### src/rtl/router_1x3.sv
// router_1x3: steers byte-serial packets into one of three 32-deep FIFOs by the
// header address field, storing header/payload/parity and checking XOR parity.

module router_1x3_fifo (
    input  logic       clk,
    input  logic       resetn,
    input  logic       wr_en,
    input  logic [7:0] wr_data,
    input  logic       rd_en,
    output logic [7:0] rd_data,
    output logic       not_empty,
    output logic       full
);
    logic [7:0] mem_q [32];
    logic [4:0] rd_ptr_q, rd_ptr_d;
    logic [4:0] wr_ptr_q, wr_ptr_d;
    logic [4:0] wr_addr;
    logic [5:0] cnt_q, cnt_d;
    logic [4:0] tmo_q, tmo_d;
    logic       push, pop, flush;

    assign not_empty = (cnt_q != 6'd0);
    assign full      = (cnt_q == 6'd32);
    assign rd_data   = not_empty ? mem_q[rd_ptr_q] : 8'h00;

    always_comb begin
        pop      = rd_en && not_empty;
        // 30th consecutive unread cycle with data pending drops the whole FIFO
        flush    = not_empty && !rd_en && (tmo_q == 5'd29);
        push     = wr_en && !full;
        wr_addr  = flush ? 5'd0 : wr_ptr_q;
        rd_ptr_d = rd_ptr_q;
        wr_ptr_d = wr_ptr_q;
        cnt_d    = cnt_q;
        if (flush) begin
            rd_ptr_d = 5'd0;
            wr_ptr_d = push ? 5'd1 : 5'd0;
            cnt_d    = push ? 6'd1 : 6'd0;
        end else begin
            if (pop)  rd_ptr_d = rd_ptr_q + 5'd1;
            if (push) wr_ptr_d = wr_ptr_q + 5'd1;
            cnt_d = cnt_q + {5'd0, push} - {5'd0, pop};
        end
        tmo_d = (not_empty && !rd_en && !flush) ? tmo_q + 5'd1 : 5'd0;
    end

    always_ff @(posedge clk) begin
        if (resetn) begin
            rd_ptr_q <= 5'd0;
            wr_ptr_q <= 5'd0;
            cnt_q    <= 6'd0;
            tmo_q    <= 5'd0;
        end else begin
            rd_ptr_q <= rd_ptr_d;
            wr_ptr_q <= wr_ptr_d;
            cnt_q    <= cnt_d;
            tmo_q    <= tmo_d;
        end
    end

    always_ff @(posedge clk) begin
        if (push) mem_q[wr_addr] <= wr_data;
    end
endmodule

module router_1x3 (
    input  logic       clk,
    input  logic       resetn,
    input  logic       pkt_valid,
    input  logic [7:0] data_in,
    input  logic       read_enable0,
    input  logic       read_enable1,
    input  logic       read_enable2,
    output logic [7:0] data_out0,
    output logic [7:0] data_out1,
    output logic [7:0] data_out2,
    output logic       valid_out0,
    output logic       valid_out1,
    output logic       valid_out2,
    output logic       busy,
    output logic       error
);
    typedef enum logic [2:0] {
        IDLE, WAIT_EMPTY, LOAD_HEADER, LOAD_DATA, CHECK_PARITY
    } state_t;

    state_t     state_q, state_d;
    logic [7:0] hdr_q, hdr_d;
    logic [7:0] acc_q, acc_d;
    logic [7:0] rx_par_q, rx_par_d;
    logic [1:0] addr_q, addr_d;
    logic       error_q, error_d;
    logic       skip_q, skip_d;
    logic       do_wr;
    logic [7:0] wr_byte;
    logic [2:0] fifo_we, fifo_re, fifo_vld, fifo_full;
    logic [7:0] fifo_rdata [3];
    logic [3:0] vld4, full4;

    assign fifo_re = {read_enable2, read_enable1, read_enable0};
    assign vld4    = {1'b0, fifo_vld};
    assign full4   = {1'b0, fifo_full};

    for (genvar i = 0; i < 3; i++) begin : g_fifo
        assign fifo_we[i] = do_wr && (addr_q == 2'(i));
        router_1x3_fifo u_fifo (
            .clk       (clk),
            .resetn    (resetn),
            .wr_en     (fifo_we[i]),
            .wr_data   (wr_byte),
            .rd_en     (fifo_re[i]),
            .rd_data   (fifo_rdata[i]),
            .not_empty (fifo_vld[i]),
            .full      (fifo_full[i])
        );
    end

    assign data_out0  = fifo_rdata[0];
    assign data_out1  = fifo_rdata[1];
    assign data_out2  = fifo_rdata[2];
    assign valid_out0 = fifo_vld[0];
    assign valid_out1 = fifo_vld[1];
    assign valid_out2 = fifo_vld[2];
    assign error      = error_q;

    always_comb begin
        state_d  = state_q;
        hdr_d    = hdr_q;
        addr_d   = addr_q;
        acc_d    = acc_q;
        rx_par_d = rx_par_q;
        error_d  = error_q;
        skip_d   = skip_q;
        do_wr    = 1'b0;
        wr_byte  = data_in;
        busy     = 1'b0;
        unique case (state_q)
            IDLE: begin
                // skip_q swallows the rest of an addr-3 packet so its payload
                // bytes are never mistaken for a header
                if (!pkt_valid) begin
                    skip_d = 1'b0;
                end else if (!skip_q) begin
                    if (data_in[1:0] == 2'd3) begin
                        skip_d = 1'b1;
                    end else begin
                        hdr_d   = data_in;
                        addr_d  = data_in[1:0];
                        state_d = vld4[data_in[1:0]] ? WAIT_EMPTY : LOAD_HEADER;
                    end
                end
            end
            WAIT_EMPTY: begin
                busy = 1'b1;
                if (!vld4[addr_q]) state_d = LOAD_HEADER;
            end
            LOAD_HEADER: begin
                busy    = 1'b1;
                do_wr   = 1'b1;
                wr_byte = hdr_q;
                acc_d   = hdr_q;
                error_d = 1'b0;
                state_d = LOAD_DATA;
            end
            LOAD_DATA: begin
                busy = full4[addr_q];
                if (!full4[addr_q]) begin
                    do_wr = 1'b1;
                    if (pkt_valid) begin
                        acc_d = acc_q ^ data_in;
                    end else begin
                        rx_par_d = data_in;
                        state_d  = CHECK_PARITY;
                    end
                end
            end
            CHECK_PARITY: begin
                busy    = 1'b1;
                error_d = (acc_q != rx_par_q);
                state_d = IDLE;
            end
            default: state_d = IDLE;
        endcase
    end

    always_ff @(posedge clk) begin
        if (resetn) begin
            state_q  <= IDLE;
            hdr_q    <= 8'h00;
            addr_q   <= 2'd0;
            acc_q    <= 8'h00;
            rx_par_q <= 8'h00;
            error_q  <= 1'b0;
            skip_q   <= 1'b0;
        end else begin
            state_q  <= state_d;
            hdr_q    <= hdr_d;
            addr_q   <= addr_d;
            acc_q    <= acc_d;
            rx_par_q <= rx_par_d;
            error_q  <= error_d;
            skip_q   <= skip_d;
        end
    end
endmodule

### config.mk
export PLATFORM = sky130hd
export DESIGN_NAME = router_1x3
export DESIGN_NICKNAME = d
export VERILOG_FILES = /design/src/rtl/router_1x3.sv
export SDC_FILE = /design/constraint.sdc
export NUM_CORES = 1
export LEC_CHECK = 0
export CORE_MARGIN = 5
export CORE_UTILIZATION = 40
export DETAILED_ROUTE_END_ITERATION = 8
export PLACE_DENSITY_LB_ADDON = 0.2
export SYNTH_ARGS = -nofsm -noshare
export SYNTH_HDL_FRONTEND = slang
export SYNTH_SLANG_ARGS = --single-unit
### constraint.sdc
create_clock -name clk -period 3.14 [get_ports clk]
set_input_delay 0.628 -clock clk [delete_from_list [all_inputs] [get_ports clk]]
set_output_delay 0.628 -clock clk [all_outputs]
set_load 0.01 [all_outputs]
Yosys cells after proc, flatten, opt, wreduce, memory -nomap -nowiden
Memories as Yosys holds them, arrays and structs flattened. A register that Yosys moved wholly into a read port is not among the register bits.
Cells that the tools add are included.
{"block": "op_classes", "n_addsub": 15, "n_reduce_logical": 48, "muxes": 58, "magnitude_cmp": 2, "n_eq_ne": 21, "bitwise_logic": 8}
{"operator": "$mux W5", "n": 15}
{"operator": "$mux W8", "n": 6}
{"operator": "$add A5 B1 Y5 const B", "n": 9}
{"operator": "$mux W1", "n": 19}
{"operator": "$add A6 B1 Y6", "n": 3}
{"operator": "$eq A6 B6 Y1 const B", "n": 3}
{"operator": "$logic_and A1 B1 Y1", "n": 18}
{"operator": "$mux W3", "n": 6}
{"operator": "$mux W6", "n": 3}
{"operator": "$reduce_bool A6 Y1", "n": 3}
{"operator": "$sub A6 B1 Y6", "n": 3}
{"operator": "$pmux W8 S2", "n": 1}
{"operator": "$eq A5 B5 Y1 const B", "n": 3}
{"operator": "$ne A2 B2 Y1 const B", "n": 7}
{"operator": "$pmux W3 S4", "n": 1}
{"operator": "$reduce_or A2 Y1", "n": 6}
{"operator": "$reduce_bool A2 Y1", "n": 5}
{"operator": "$logic_not A1 Y1", "n": 9}
{"operator": "$ne A8 B8 Y1", "n": 1}
{"operator": "$xor A8 B8 Y8", "n": 1}
{"operator": "$not A1 Y1", "n": 7}
{"operator": "$bmux W1 S2", "n": 3}
{"operator": "$eq A3 B2 Y1 const B", "n": 2}
{"operator": "$lt A2 B3 Y1 const B", "n": 2}
{"operator": "other kinds (12)", "n": 16}
{"block": "totals", "mem_bits_rw": 768, "out_inout_bits": 29, "reg_bits": 94, "memories": 3}
{"name": "g_fifo[0].u_fifo.mem_q", "words": 32, "width": 8, "read_ports": 1, "rd_clocked_by_memory_dff": 1, "wr": 1, "line_no": "14", "text": "logic [7:0] mem_q [32];"}
{"name": "g_fifo[1].u_fifo.mem_q", "words": 32, "width": 8, "read_ports": 1, "rd_clocked_by_memory_dff": 1, "wr": 1, "line_no": "14"}
{"name": "g_fifo[2].u_fifo.mem_q", "words": 32, "width": 8, "read_ports": 1, "rd_clocked_by_memory_dff": 1, "wr": 1, "line_no": "14"}

Logic depth before layout (Yosys ltp)
Gate-level depths: netlist of run 1.
{"block": "logic_depth", "word_depth": 10, "mapped_depth": 16}

Hierarchy
Synthesis of run 1 repeated with hierarchy kept, for this count alone.
{"block": "hier_totals", "cells_unflattened": 1896, "hier_area_um2": 35625.4}
{"module": "router_1x3_fifo at g_fifo[0].u_fifo ...", "cells_per_inst": 562, "area_per_inst_um2": 11264.6, "n_inst": 2}
{"module": "router_1x3_fifo at g_fifo[1].u_fifo", "cells_per_inst": 562, "area_per_inst_um2": 11273.3, "n_inst": 1}
{"module": "router_1x3", "cells_per_inst": 210, "area_per_inst_um2": 1823.0, "n_inst": 1}

Least setup slack after synthesis of run 1
OpenSTA, ideal clock, no wires.
{"block": "synth_path", "kind": "reg2reg", "from": "register g_fifo[0].u_fifo.cnt_q[2]", "to": "register g_fifo[0].u_fifo.cnt_q[4]", "synth_period_minus_slack_ps": 2789, "required_ps": 3023, "slack_ps": 351, "path_stages_with_launch": 17, "arrival_time_ps": 2672, "cell_sequence": "dfxtp_1 > inv_1 > ha_1 > and4bb_2 > inv_1 > and2_1 > clkbuf_1 > ha_1 > inv_1 > ha_1 > inv_1 > fa_1 > inv_1 > a21oi_1 > o21bai_1 > xnor2_1 > nor2_1"}
{"item": "from (decl)", "line_no": "18", "text": "logic [5:0] cnt_q, cnt_d;"}
{"item": "from (signal assigned)", "line_no": "56", "text": "cnt_q <= cnt_d;"}
{"item": "$reduce_bool A6 Y1 *", "line_no": "22", "text": "assign not_empty = (cnt_q != 6'd0);"}
{"item": "via valid_out0", "line_no": "77", "text": "output logic valid_out0,"}
{"item": "$logic_and A1 B1 Y1, on equally long branches", "line_no": "27, 29"}
{"item": "$sub A6 B1 Y6 or $logic_and A1 B1 Y1 (tied branches)", "line_no": "42, 29"}
{"item": "$mux W6 *", "line_no": "35", "text": "if (flush) begin"}
Mark *: on every way through the listed nets, which the timed path passes. The rest lies on a longest branch. The select of a mux whose other input is x is not followed.
A chain may end at the register's enable or synchronous reset.

==> impl_metrics.env, run 1 <==
export IMPL_yosysTopAreaCell="edfxtp_1"
export IMPL_place_port_buffers=42
export IMPL_status="finished with violations"
export IMPL_synth_cell_types=64
export IMPL_clock_path_buffers=3
export IMPL_detail_route_antenna_nets=0
export IMPL_seq_area_frac_synth_pct=71.8
export IMPL_worst_ep_arrival_time_ns=2.69
export IMPL_drt_wl_total_mm=80.4
export IMPL_cp_cell_sequence="buf_12, buf_12, buf_16, mux4_2, mux2_4, a221o_1, buf_2"
export IMPL_hold_buffers=0
export IMPL_cp_start_kind="flip-flop"
export IMPL_async_flop_share_pct=0
export IMPL_syn_avg_cell_area_um2=18.6
export IMPL_power_total_mw=33.3
export IMPL_row_count=108
export IMPL_rsz0062_at_grt="yes"
export IMPL_gr_total_overflow=0
export IMPL_clock_sinks=875
export IMPL_hold_depth=1
export IMPL_max_stage_delay_ns=0.52
export IMPL_fin_ws_ns=-0.178
export IMPL_vias=18200
export IMPL_finalCritPeriodShare_pct=106
export IMPL_setup_violations=24
export IMPL_maxSlewHeadroom_pct=19.2
export IMPL_cap_violations=0
export IMPL_layout_nets=2228
export IMPL_finClkSkew_ns=0.0393
export IMPL_die_height_um=306
export IMPL_synth_seq_cells=875
export IMPL_root_buffer="clkbuf_16"
export IMPL_ys_flop_type="edfxtp_1"
export IMPL_synth_area_um2=35100
export IMPL_path_clk_slew_ns=0.06
export IMPL_post_route_min_period_ns=3.32
export IMPL_synth_warnings=0
export IMPL_cts_made_buffers=91
export IMPL_min_path_type="reg2reg"
export IMPL_reg2reg_depth=6
export IMPL_fin_util_pct=49.0
export IMPL_cp_max_fo=6
export IMPL_drtPass1Iterations=5
export IMPL_max_freq_ghz=0.301
export IMPL_synthCells=1885
export IMPL_grt_max_degree=97
export IMPL_fp_dieArea_um2=93800
export IMPL_synth_edf_count=768
export IMPL_grt_pass1_vias=18600
export IMPL_die_x_um=306
export IMPL_violations="negative setup slack"
export IMPL_vdd_drop_max_mv=0.633
export IMPL_synth_fp_nets=1941
export IMPL_timing_critical_path_mode_cell="buf_12"
export IMPL_place_congestion=0.754
export IMPL_worstPathRequired_ns=2.51
export IMPL_hpwl_mm=48.2
export IMPL_cts_tree="done"
export IMPL_wire_per_inst_um=23.7
export IMPL_seq_area_um2=25200
export IMPL_grt_total_usage_pct=17.1
export IMPL_io_pins=43
export IMPL_hold_viol_final=0
export IMPL_grt_pass1_wl_mm=121
export IMPL_power_leakage_nw=13.9
export IMPL_synthTopCellsByArea="edfxtp_1 66%, mux4_2 12%, dfxtp_1 6.1%"
export IMPL_htree_num_levels=3
export IMPL_dr_first_iter_drc_count=1460
export IMPL_synth_top_area_share_pct=65.7
export IMPL_synth_most_common_cell="edfxtp_1"
export IMPL_crit_path_end_kind="output port"
export IMPL_multi_input_area_um2=9740
export IMPL_antenna_found_initial=1
export IMPL_initial_utilization_pct=40.4
export IMPL_p_per_area_nw_per_um2=781
export IMPL_synth_commonest_cells="768 x edfxtp_1, 192 x mux4_2, 175 x nor2_1"
export IMPL_coreArea_um2=86900
export IMPL_worstSetupPathType="reg2out"
export IMPL_fillers=7123
export IMPL_tightest_slew_ns=1.21
export IMPL_vias_per_cell=5.35
export IMPL_syn2layout_area_growth_pct=21.4
export IMPL_crit_slowest_cell="mux4_2"
export IMPL_worstSkewPairLatency_ns=0.64
export IMPL_drc=0
export IMPL_drive_gt1_share_pct=32.8
export IMPL_maxSlewViolCount=0
[layout make-up]
type                       instances  area share [%]
antenna                            1         0.00587
clock buffer                     109            5.66
multi-input combinational        880            22.9
tap                             1155            3.39
inverter                          38           0.335
clock inverter                    54            1.25
sequential                       875            59.2
timing repair buffer             286            7.29
[logic make-up (layout without fill, tap and decap cells)]
logic type	after synthesis	in the layout	share of synthesized area (%)
simple gates	336	336	4.76
fa+ha+maj	42	42	1.56
xor+xnor	52	52	1.30
flops	875	875	71.8
compound gates	130	130	2.65
other cells	0	1	0
mux	320	320	16.2
buf+inv	130	487	1.74
[timing repair]
item | CTS | global route
endpoints found under the setup margin | 24 | 176
hold endpoints to repair | 0 | 0
buffers inserted | 53 | 11
gates resized for setup | 235 | 35
gates cloned | 14 | 0
pin swaps | 28 | 16
[per-stage QoR]
stage	std cells	cell area (µm²)	TNS [ns]	hold WS, ns	worst slack, ns
6_report	3398	42600	-2.64	0.470	-0.178
3_3_place_gp	3171	38200	0	0.442	0.0134
3_5_place_dp	3171	38200	-0.0103	0.460	-0.0103
2_1_floorplan	1885	35100	0	0.433	0.351
4_1_cts	3393	42500	-4.40	0.474	-0.228
5_1_grt	3397	42600	-4.72	0.489	-0.261
[registers in the layout (all words and copies together), names as in the netlist, named ones only]
signal                  count
g_fifo.u_fifo.rd_ptr_q     15
rx_par_q                    8
skip_q                      1
acc_q                       8
error                       1
g_fifo.u_fifo.tmo_q        15
hdr_q                       8
state_q                     3
g_fifo.u_fifo.mem_q       768
g_fifo.u_fifo.wr_ptr_q     15
g_fifo.u_fifo.cnt_q        18
[report_power, final]
part	internal (mW)	switching (mW)
Combinational	4.48	4.33
Sequential	13.6	0.249
Clock	6.15	4.43
[routing by layer]
layer	GRT usage (%)	wire length, µm	vias up	share of wire [%]
li1	-	-	8144	-
met1	25.1	36500	9506	45
met4	4.81	1740	0	2.2
met3	2.93	4210	111	5.2
met5	0	0	-	0
met2	26.6	38000	415	47
[placed cells by master (no fill, tap or decap), types with 8 or more instances in the layout]
| cell | count |
|---|---|
| o21ai_0 | 16 |
| mux2i_4 | 9 |
| edfxtp_1 | 768 |
| o31ai_1 | 8 |
| clkbuf_1 | 12 |
| xnor2_1 | 21 |
| clkinv_2 | 16 |
| a221o_1 | 24 |
| mux2_4 | 29 |
| buf_12 | 40 |
| buf_16 | 12 |
| clkdlybuf4s50_1 | 17 |
| a21oi_1 | 26 |
| buf_6 | 25 |
| buf_2 | 21 |
| inv_1 | 36 |
| clkinv_1 | 17 |
| nand2b_1 | 8 |
| nand3b_1 | 10 |
| ha_1 | 39 |
| buf_4 | 158 |
| nor3_1 | 26 |
| o211ai_1 | 12 |
| mux2i_1 | 46 |
| clkbuf_16 | 93 |
| xor2_1 | 31 |
| nand3_1 | 20 |
| buf_8 | 11 |
| bufinv_16 | 8 |
| nor3b_1 | 11 |
| mux2i_2 | 16 |
| mux2_2 | 28 |
| mux4_2 | 192 |
| o22ai_2 | 17 |
| nor2_1 | 168 |
| dfxtp_1 | 101 |
| nand2_1 | 30 |
| nand4_1 | 16 |
[worst paths after layout]
check / start / endpoint / slack [ns]
worst max-delay path: flip-flop / data_out0[3] / -0.18
worst min-delay path: g_fifo[1].u_fifo.tmo_q[0]$_SDFF_PP0_ / g_fifo[1].u_fifo.tmo_q[0]$_SDFF_PP0_ / 0.47
worst max register to register: g_fifo[2].u_fifo.cnt_q[2]$_SDFF_PP0_ / g_fifo[2].u_fifo.mem_q[19][5]$_DFFE_PP_ / 0.12
worst min register to register: g_fifo[1].u_fifo.tmo_q[0]$_SDFF_PP0_ / g_fifo[1].u_fifo.tmo_q[0]$_SDFF_PP0_ / 0.47
[worst max-delay path, delay by kind of cell, from the launching register on]
kind | cells | cell delay (ns)
buf+inv | 4 | 0.51
compound gates | 1 | 0.32
mux | 2 | 0.83
flops | 1 | 0.39
Note: power is estimated with default switching activity, not from simulation.
==> run 2: changes to the inputs <==
--- a/config.mk
+++ b/config.mk
@@ -7,8 +7,11 @@
 export LEC_CHECK = 0
 export CORE_MARGIN = 5
 export CORE_UTILIZATION = 40
+export CTS_CLUSTER_SIZE = 8
 export DETAILED_ROUTE_END_ITERATION = 8
 export PLACE_DENSITY_LB_ADDON = 0.2
+export SLEW_MARGIN = 5
 export SYNTH_ARGS = -nofsm -noshare
 export SYNTH_HDL_FRONTEND = slang
+export SYNTH_HIERARCHICAL = 1
 export SYNTH_SLANG_ARGS = --single-unit
==> impl_metrics.env, run 2 <==
export IMPL_status="finished with violations"
export IMPL_violations="negative setup slack"
export IMPL_grt_total_usage_pct=17.1
export IMPL_wire_per_inst_um=23.8
export IMPL_design_area_um2=42400
export IMPL_tightest_slew_ns=1.27
export IMPL_htree_num_levels=3
export IMPL_reg_largest_list="g_fifo.u_fifo/mem_q x768, g_fifo.u_fifo/cnt_q x18"
export IMPL_crit_slowest_cell="mux4_2"
export IMPL_drc=0
export IMPL_seq_area_frac_synth_pct=70.7
export IMPL_power_leakage_nw=13.7
export IMPL_synthXorXnorAreaFrac_pct=1.33
export IMPL_dr_first_iter_drc_count=1444
export IMPL_synth_warnings=6
export IMPL_finClkSkew_ns=0.0492
export IMPL_synth_top_area_share_pct=64.7
export IMPL_holdWs_ns=0.386
export IMPL_cap_violations=0
export IMPL_detail_route_antenna_nets=0
export IMPL_drt_wl_total_mm=81.2
export IMPL_synth_area_um2=35600
export IMPL_drive_gt1_share_pct=30.8
export IMPL_row_count=109
export IMPL_synth_mux_area_fraction_pct=15.8
export IMPL_fin_util_pct=48.0
export IMPL_hold_viol_final=0
export IMPL_place_congestion=0.754
export IMPL_fin_ws_ns=-0.243
export IMPL_final_common_cell="edfxtp_1"
export IMPL_layout_common_cells="768 x edfxtp_1, 199 x mux4_2, 159 x nor2_1"
export IMPL_met3_usage_pct=3.17
export IMPL_synth_cell_types=67
export IMPL_syn2layout_area_growth_pct=19.0
export IMPL_io_pins=43
export IMPL_grt_max_degree=97
export IMPL_synthTopCellsByArea="edfxtp_1 65%, mux4_2 9.7%, dfxtp_1 6.0%"
export IMPL_async_flop_share_pct=0
export IMPL_place_ws_ns=-0.630
export IMPL_synth_seq_cells=875
export IMPL_antenna_found_initial=1
export IMPL_synth_fp_nets=1952
export IMPL_hpwl_mm=48.4
export IMPL_layout_nets=2219
export IMPL_clock_path_buffers=3
export IMPL_vias=18400
export IMPL_cp_cell_sequence="buf_12, buf_12, mux4_2, mux4_2, inv_2, a221oi_2, buf_2"
export IMPL_setup_violations=24
export IMPL_yosys_area_share_adder_pct=1.54
export IMPL_vdd_drop_max_mv=0.474
export IMPL_fp_dieArea_um2=95100
export IMPL_grt_use_met1_pct=24.0
export IMPL_grt_pass1_wl_mm=123
export IMPL_root_buffer="clkbuf_16"
export IMPL_worstSetupPathType="reg2out"
export IMPL_place_area_um2=38400
export IMPL_syn_avg_cell_area_um2=18.8
export IMPL_synth_compound_area_share_pct=3.16
export IMPL_maxSlewHeadroom_pct=15.6
export IMPL_largest_reg_flops=768
export IMPL_cp_max_fo=6
export IMPL_synth_top_family_by_area="multiplexers"
export IMPL_ys_flop_type="edfxtp_1"
export IMPL_max_stage_delay_ns=0.55
export IMPL_cts_tree="done"
export IMPL_grt_busiest_layer="met2"
export IMPL_cts_made_buffers=119
export IMPL_clock_sinks=875
export IMPL_gr_total_overflow=0
export IMPL_worstPathRequired_ns=2.51
export IMPL_synth_most_common_cell="edfxtp_1"
export IMPL_worstSkewPairLatency_ns=0.70
export IMPL_synth_edf_count=768
export IMPL_regMostFlops="g_fifo.u_fifo/mem_q"
export IMPL_die_height_um=308
export IMPL_grt_pass1_vias=19200
export IMPL_place_port_buffers=42
export IMPL_insertedDiodeCount=0
export IMPL_coreArea_um2=88400
export IMPL_rsz0062_at_grt="yes"
export IMPL_vias_per_cell=5.37
export IMPL_worst_ep_arrival_time_ns=2.75
export IMPL_die_x_um=308
export IMPL_post_route_min_period_ns=3.38
export IMPL_max_freq_ghz=0.296
export IMPL_initial_utilization_pct=40.3
export IMPL_yosysTopAreaCell="edfxtp_1"
export IMPL_power_total_mw=33.8
export IMPL_synth_commonest_cells="768 x edfxtp_1, 175 x nor2_1, 153 x mux4_2"
export IMPL_synthSimpleGateAreaFrac_pct=4.84
export IMPL_met2_usage_pct=27.6
export IMPL_p_per_area_nw_per_um2=797
export IMPL_synthCells=1896
export IMPL_path_clk_slew_ns=0.05
export IMPL_finalCritPeriodShare_pct=108
export IMPL_crit_path_end_kind="output port"
export IMPL_cp_start_kind="flip-flop"
export IMPL_min_path_type="in2reg"
export IMPL_maxSlewViolCount=0
export IMPL_drtPass1Iterations=5
## run 2: cell type report
class | count | area [µm²]
fill | 7399 | 46000
sequential | 875 | 25200
multi-input combinational | 854 | 9690
clock buffer | 202 | 3330
timing repair buffer | 244 | 2300
tap | 1165 | 1460
inverter | 69 | 259
clock inverter | 6 | 120
## run 2: layer usage
metal	wire length (µm)	up-vias
met2	39400	444
met3	4100	101
met1	36100	9638
li1	-	8172
met5	0	-
met4	1590	0
## run 2: repair_timing
| item | in CTS | in global routing |
|---|---|---|
| resized for setup | 225 | 64 |
| hold endpoints to repair | 0 | 0 |
| hold buffers | 0 | 0 |
| gates cloned | 6 | 0 |
| pin swaps | 19 | 23 |
| endpoints found under the setup margin | 289 | 133 |
| setup buffers | 27 | 9 |
## run 2: final timing paths
path | start | to | slack, ns | cells after the start
worst max register to register | g_fifo[2].u_fifo/cnt_q[2]$_SDFF_PP0_ | g_fifo[2].u_fifo/mem_q[7][3]$_DFFE_PP_ | 0.14 | 11
worst min register to register | g_fifo[2].u_fifo/tmo_q[0]$_SDFF_PP0_ | g_fifo[2].u_fifo/tmo_q[0]$_SDFF_PP0_ | 0.48 | 1
worst max-delay path | flip-flop | data_out1[1] | -0.24 | 7
worst min-delay path | resetn | hdr_q[2]$_SDFFE_PP0P_ | 0.39 | 2
## run 2: cells by family after synthesis
logic type	after synthesis
AOI/OAI and AO/OA	144
xor gates and xnor gates	54
DFF	875
muxes	264
and+or+nand+nor	350
buffers and inverters	167
adders and majority gates	42
## run 2: stage by stage
| stage | instances | TNS [ns] |
|---|---|---|
| after floorplan | 1896 | 0 |
| after global placement | 3169 | -56.77 |
| after detailed placement | 3169 | -63.10 |
| after CTS | 3410 | -6.74 |
| after global routing | 3415 | -6.47 |
| final | 3415 | -4.56 |
## run 2: critical path: cells and delay by family (launching register included)
family,cells,cell delay [ns]
multiplexers,2,1.07
buffers and inverters,4,0.49
flip-flops,1,0.43
AO/OA/AOI/OAI,1,0.05
## run 2: power by group
group          switching, mW  internal [mW]
combinational           4.25           3.75
clock                   4.66           7.11
sequential             0.319           13.7
total                   9.23           24.5
==> run 3: changes to the inputs <==
--- a/config.mk
+++ b/config.mk
@@ -13,5 +13,4 @@
 export SLEW_MARGIN = 5
 export SYNTH_ARGS = -nofsm -noshare
 export SYNTH_HDL_FRONTEND = slang
-export SYNTH_HIERARCHICAL = 1
 export SYNTH_SLANG_ARGS = --single-unit
==> impl_metrics.env, run 3 (synthesized netlist as in run 1, its figures left out) <==
export IMPL_tightest_slew_ns=1.22
export IMPL_grt_pass1_vias=18900
export IMPL_cts_tree="done"
export IMPL_fin_ws_ns=-0.244
export IMPL_max_freq_ghz=0.296
export IMPL_violations="negative setup slack"
export IMPL_grt_max_degree=97
export IMPL_fillers=7071
export IMPL_die_x_um=306
export IMPL_vias_per_cell=5.37
export IMPL_power_leakage_nw=14.1
export IMPL_grt_pass1_wl_mm=122
export IMPL_clock_path_buffers=3
export IMPL_place_port_buffers=42
export IMPL_design_area_um2=43000
export IMPL_finalCritPeriodShare_pct=108
export IMPL_path_clk_slew_ns=0.05
export IMPL_worstPathRequired_ns=2.51
export IMPL_coreArea_um2=86900
export IMPL_worstSetupPathType="reg2out"
export IMPL_p_per_area_nw_per_um2=800
export IMPL_status="finished with violations"
export IMPL_regMostFlops="g_fifo.u_fifo.mem_q"
export IMPL_clock_sinks=875
export IMPL_min_path_type="reg2reg"
export IMPL_hpwl_mm=48.2
export IMPL_vias=18400
export IMPL_wire_per_inst_um=23.7
export IMPL_drt_wl_total_mm=81.1
export IMPL_maxSlewViolCount=0
export IMPL_rsz0062_at_grt="yes"
export IMPL_cp_start_kind="flip-flop"
export IMPL_sw_frac_of_total_pct=26.8
export IMPL_drc=0
export IMPL_final_common_cell="edfxtp_1"
export IMPL_initial_utilization_pct=40.4
export IMPL_drive_gt1_share_pct=31.7
export IMPL_place_ws_ns=-0.0103
export IMPL_final_cells=3423
export IMPL_die_height_um=306
export IMPL_cp_max_fo=6
export IMPL_drtPass1Iterations=5
export IMPL_antenna_found_initial=1
export IMPL_syn2layout_area_growth_pct=22.6
export IMPL_pwr_share_seq_pct=40.4
export IMPL_place_congestion=0.754
export IMPL_row_count=108
export IMPL_crit_path_end_kind="output port"
export IMPL_cts_made_buffers=119
export IMPL_setup_violations=24
export IMPL_clock_power_share_pct=33.8
export IMPL_vdd_drop_max_mv=0.562
export IMPL_final_setup_tns_ns=-3.85
export IMPL_layout_common_cells="768 x edfxtp_1, 192 x mux4_2, 167 x nor2_1"
export IMPL_gr_total_overflow=0
export IMPL_io_pins=43
export IMPL_reg_largest_list="g_fifo.u_fifo.mem_q x768, g_fifo.u_fifo.cnt_q x18"
export IMPL_layout_nets=2252
export IMPL_htree_num_levels=3
export IMPL_switching_power_mw=9.21
export IMPL_power_frac_comb_pct=25.8
export IMPL_maxSlewHeadroom_pct=18.5
export IMPL_finClkSkew_ns=0.0735
export IMPL_detail_route_antenna_nets=0
export IMPL_post_route_min_period_ns=3.38
export IMPL_grt_total_usage_pct=17.2
export IMPL_largest_reg_flops=768
export IMPL_worstSkewPairLatency_ns=0.68
export IMPL_root_buffer="clkbuf_16"
export IMPL_dr_first_iter_drc_count=1467
export IMPL_hold_viol_final=0
export IMPL_cap_violations=0
export IMPL_placedCellCount=3171
export IMPL_internal_power_mw=25.2
export IMPL_place_area_um2=38200
export IMPL_worst_ep_arrival_time_ns=2.76
export IMPL_fp_dieArea_um2=93800
## run 3: cell types whose count changed in the layout (fill, tap and decap cells not counted), moves of 13 or more
| cell | change |
|---|---|
| nor3_1 | +16 |
| nand3_1 | -13 |
| buf_4 | +14 |
| mux2i_1 | +18 |
| mux2_4 | +31 |
| inv_2 | -30 |
| clkbuf_1 | -16 |
| a221o_1 | +24 |
| o221ai_1 | -25 |
| o22ai_2 | +14 |
| a221oi_2 | -23 |
| mux4_1 | -17 |
| buf_12 | +14 |
| mux2_2 | +19 |
## run 3: critical path: stages, from the launching register on
cell     delay, ns
dfxtp_4       0.38
buf_12        0.13
buf_12        0.12
buf_16        0.13
mux4_2        0.52
mux2_4        0.31
a221o_1       0.31
buf_2         0.15
## run 3: final timing paths
kind,endpoint,from,depth (start not counted),slack (ns)
hold / removal,g_fifo[1].u_fifo.tmo_q[0]$_SDFF_PP0_,g_fifo[1].u_fifo.tmo_q[0]$_SDFF_PP0_,1,0.47
hold reg to reg,g_fifo[1].u_fifo.tmo_q[0]$_SDFF_PP0_,g_fifo[1].u_fifo.tmo_q[0]$_SDFF_PP0_,1,0.47
setup / recovery,data_out0[3],flip-flop,7,-0.24
setup reg to reg,g_fifo[2].u_fifo.mem_q[7][4]$_DFFE_PP_,g_fifo[2].u_fifo.cnt_q[2]$_SDFF_PP0_,6,0.12
## run 3: metrics by stage
step | hold slack [ns] | power, mW | utilization [%]
2_1_floorplan | 0.433 | 18.7 | -
3_3_place_gp | 0.442 | 21.6 | 44.0
3_5_place_dp | 0.460 | 21.8 | 44.0
5_1_grt | 0.488 | 36.0 | 49.5
4_1_cts | 0.472 | 34.8 | 49.4
6_report | 0.468 | 34.4 | 49.5
## run 3: layout make-up
cell class | instances | area, µm² | area share, %
timing repair buffer | 282 | 3090 | 7.17
multi-input combinational | 880 | 9760 | 22.7
clock buffer | 186 | 3260 | 7.58
clock inverter | 5 | 109 | 0.253
antenna | 2 | 5.00 | 0.0116
inverter | 38 | 143 | 0.331
tap | 1155 | 1450 | 3.36
sequential | 875 | 25200 | 58.6
## run 3: power by group through the flow
stage               Combinational (mW)  Clock [mW]  Sequential [mW]
CTS                               8.94        11.9             13.9
detailed placement                7.64           0             14.1
floorplan                         4.75           0             14.0
global route                      9.57        12.5             13.9
finish                            8.89        11.6             13.9
global placement                  7.53           0             14.1
## run 3: metal layers
metal	global-route usage [%]	wire length, µm	part of all wire (%)
met5	0	0	0
met4	4.73	1610	2.0
met3	3.24	4960	6.1
met2	26.5	38200	47
met1	25.5	36400	45
## run 3: repair_timing
action,4_1_cts,5_1_grt
resized for setup,203,42
buffers inserted,47,4
setup endpoints to repair,24,117
pin swaps,29,20
hold buffers,0,0
gates cloned,17,1
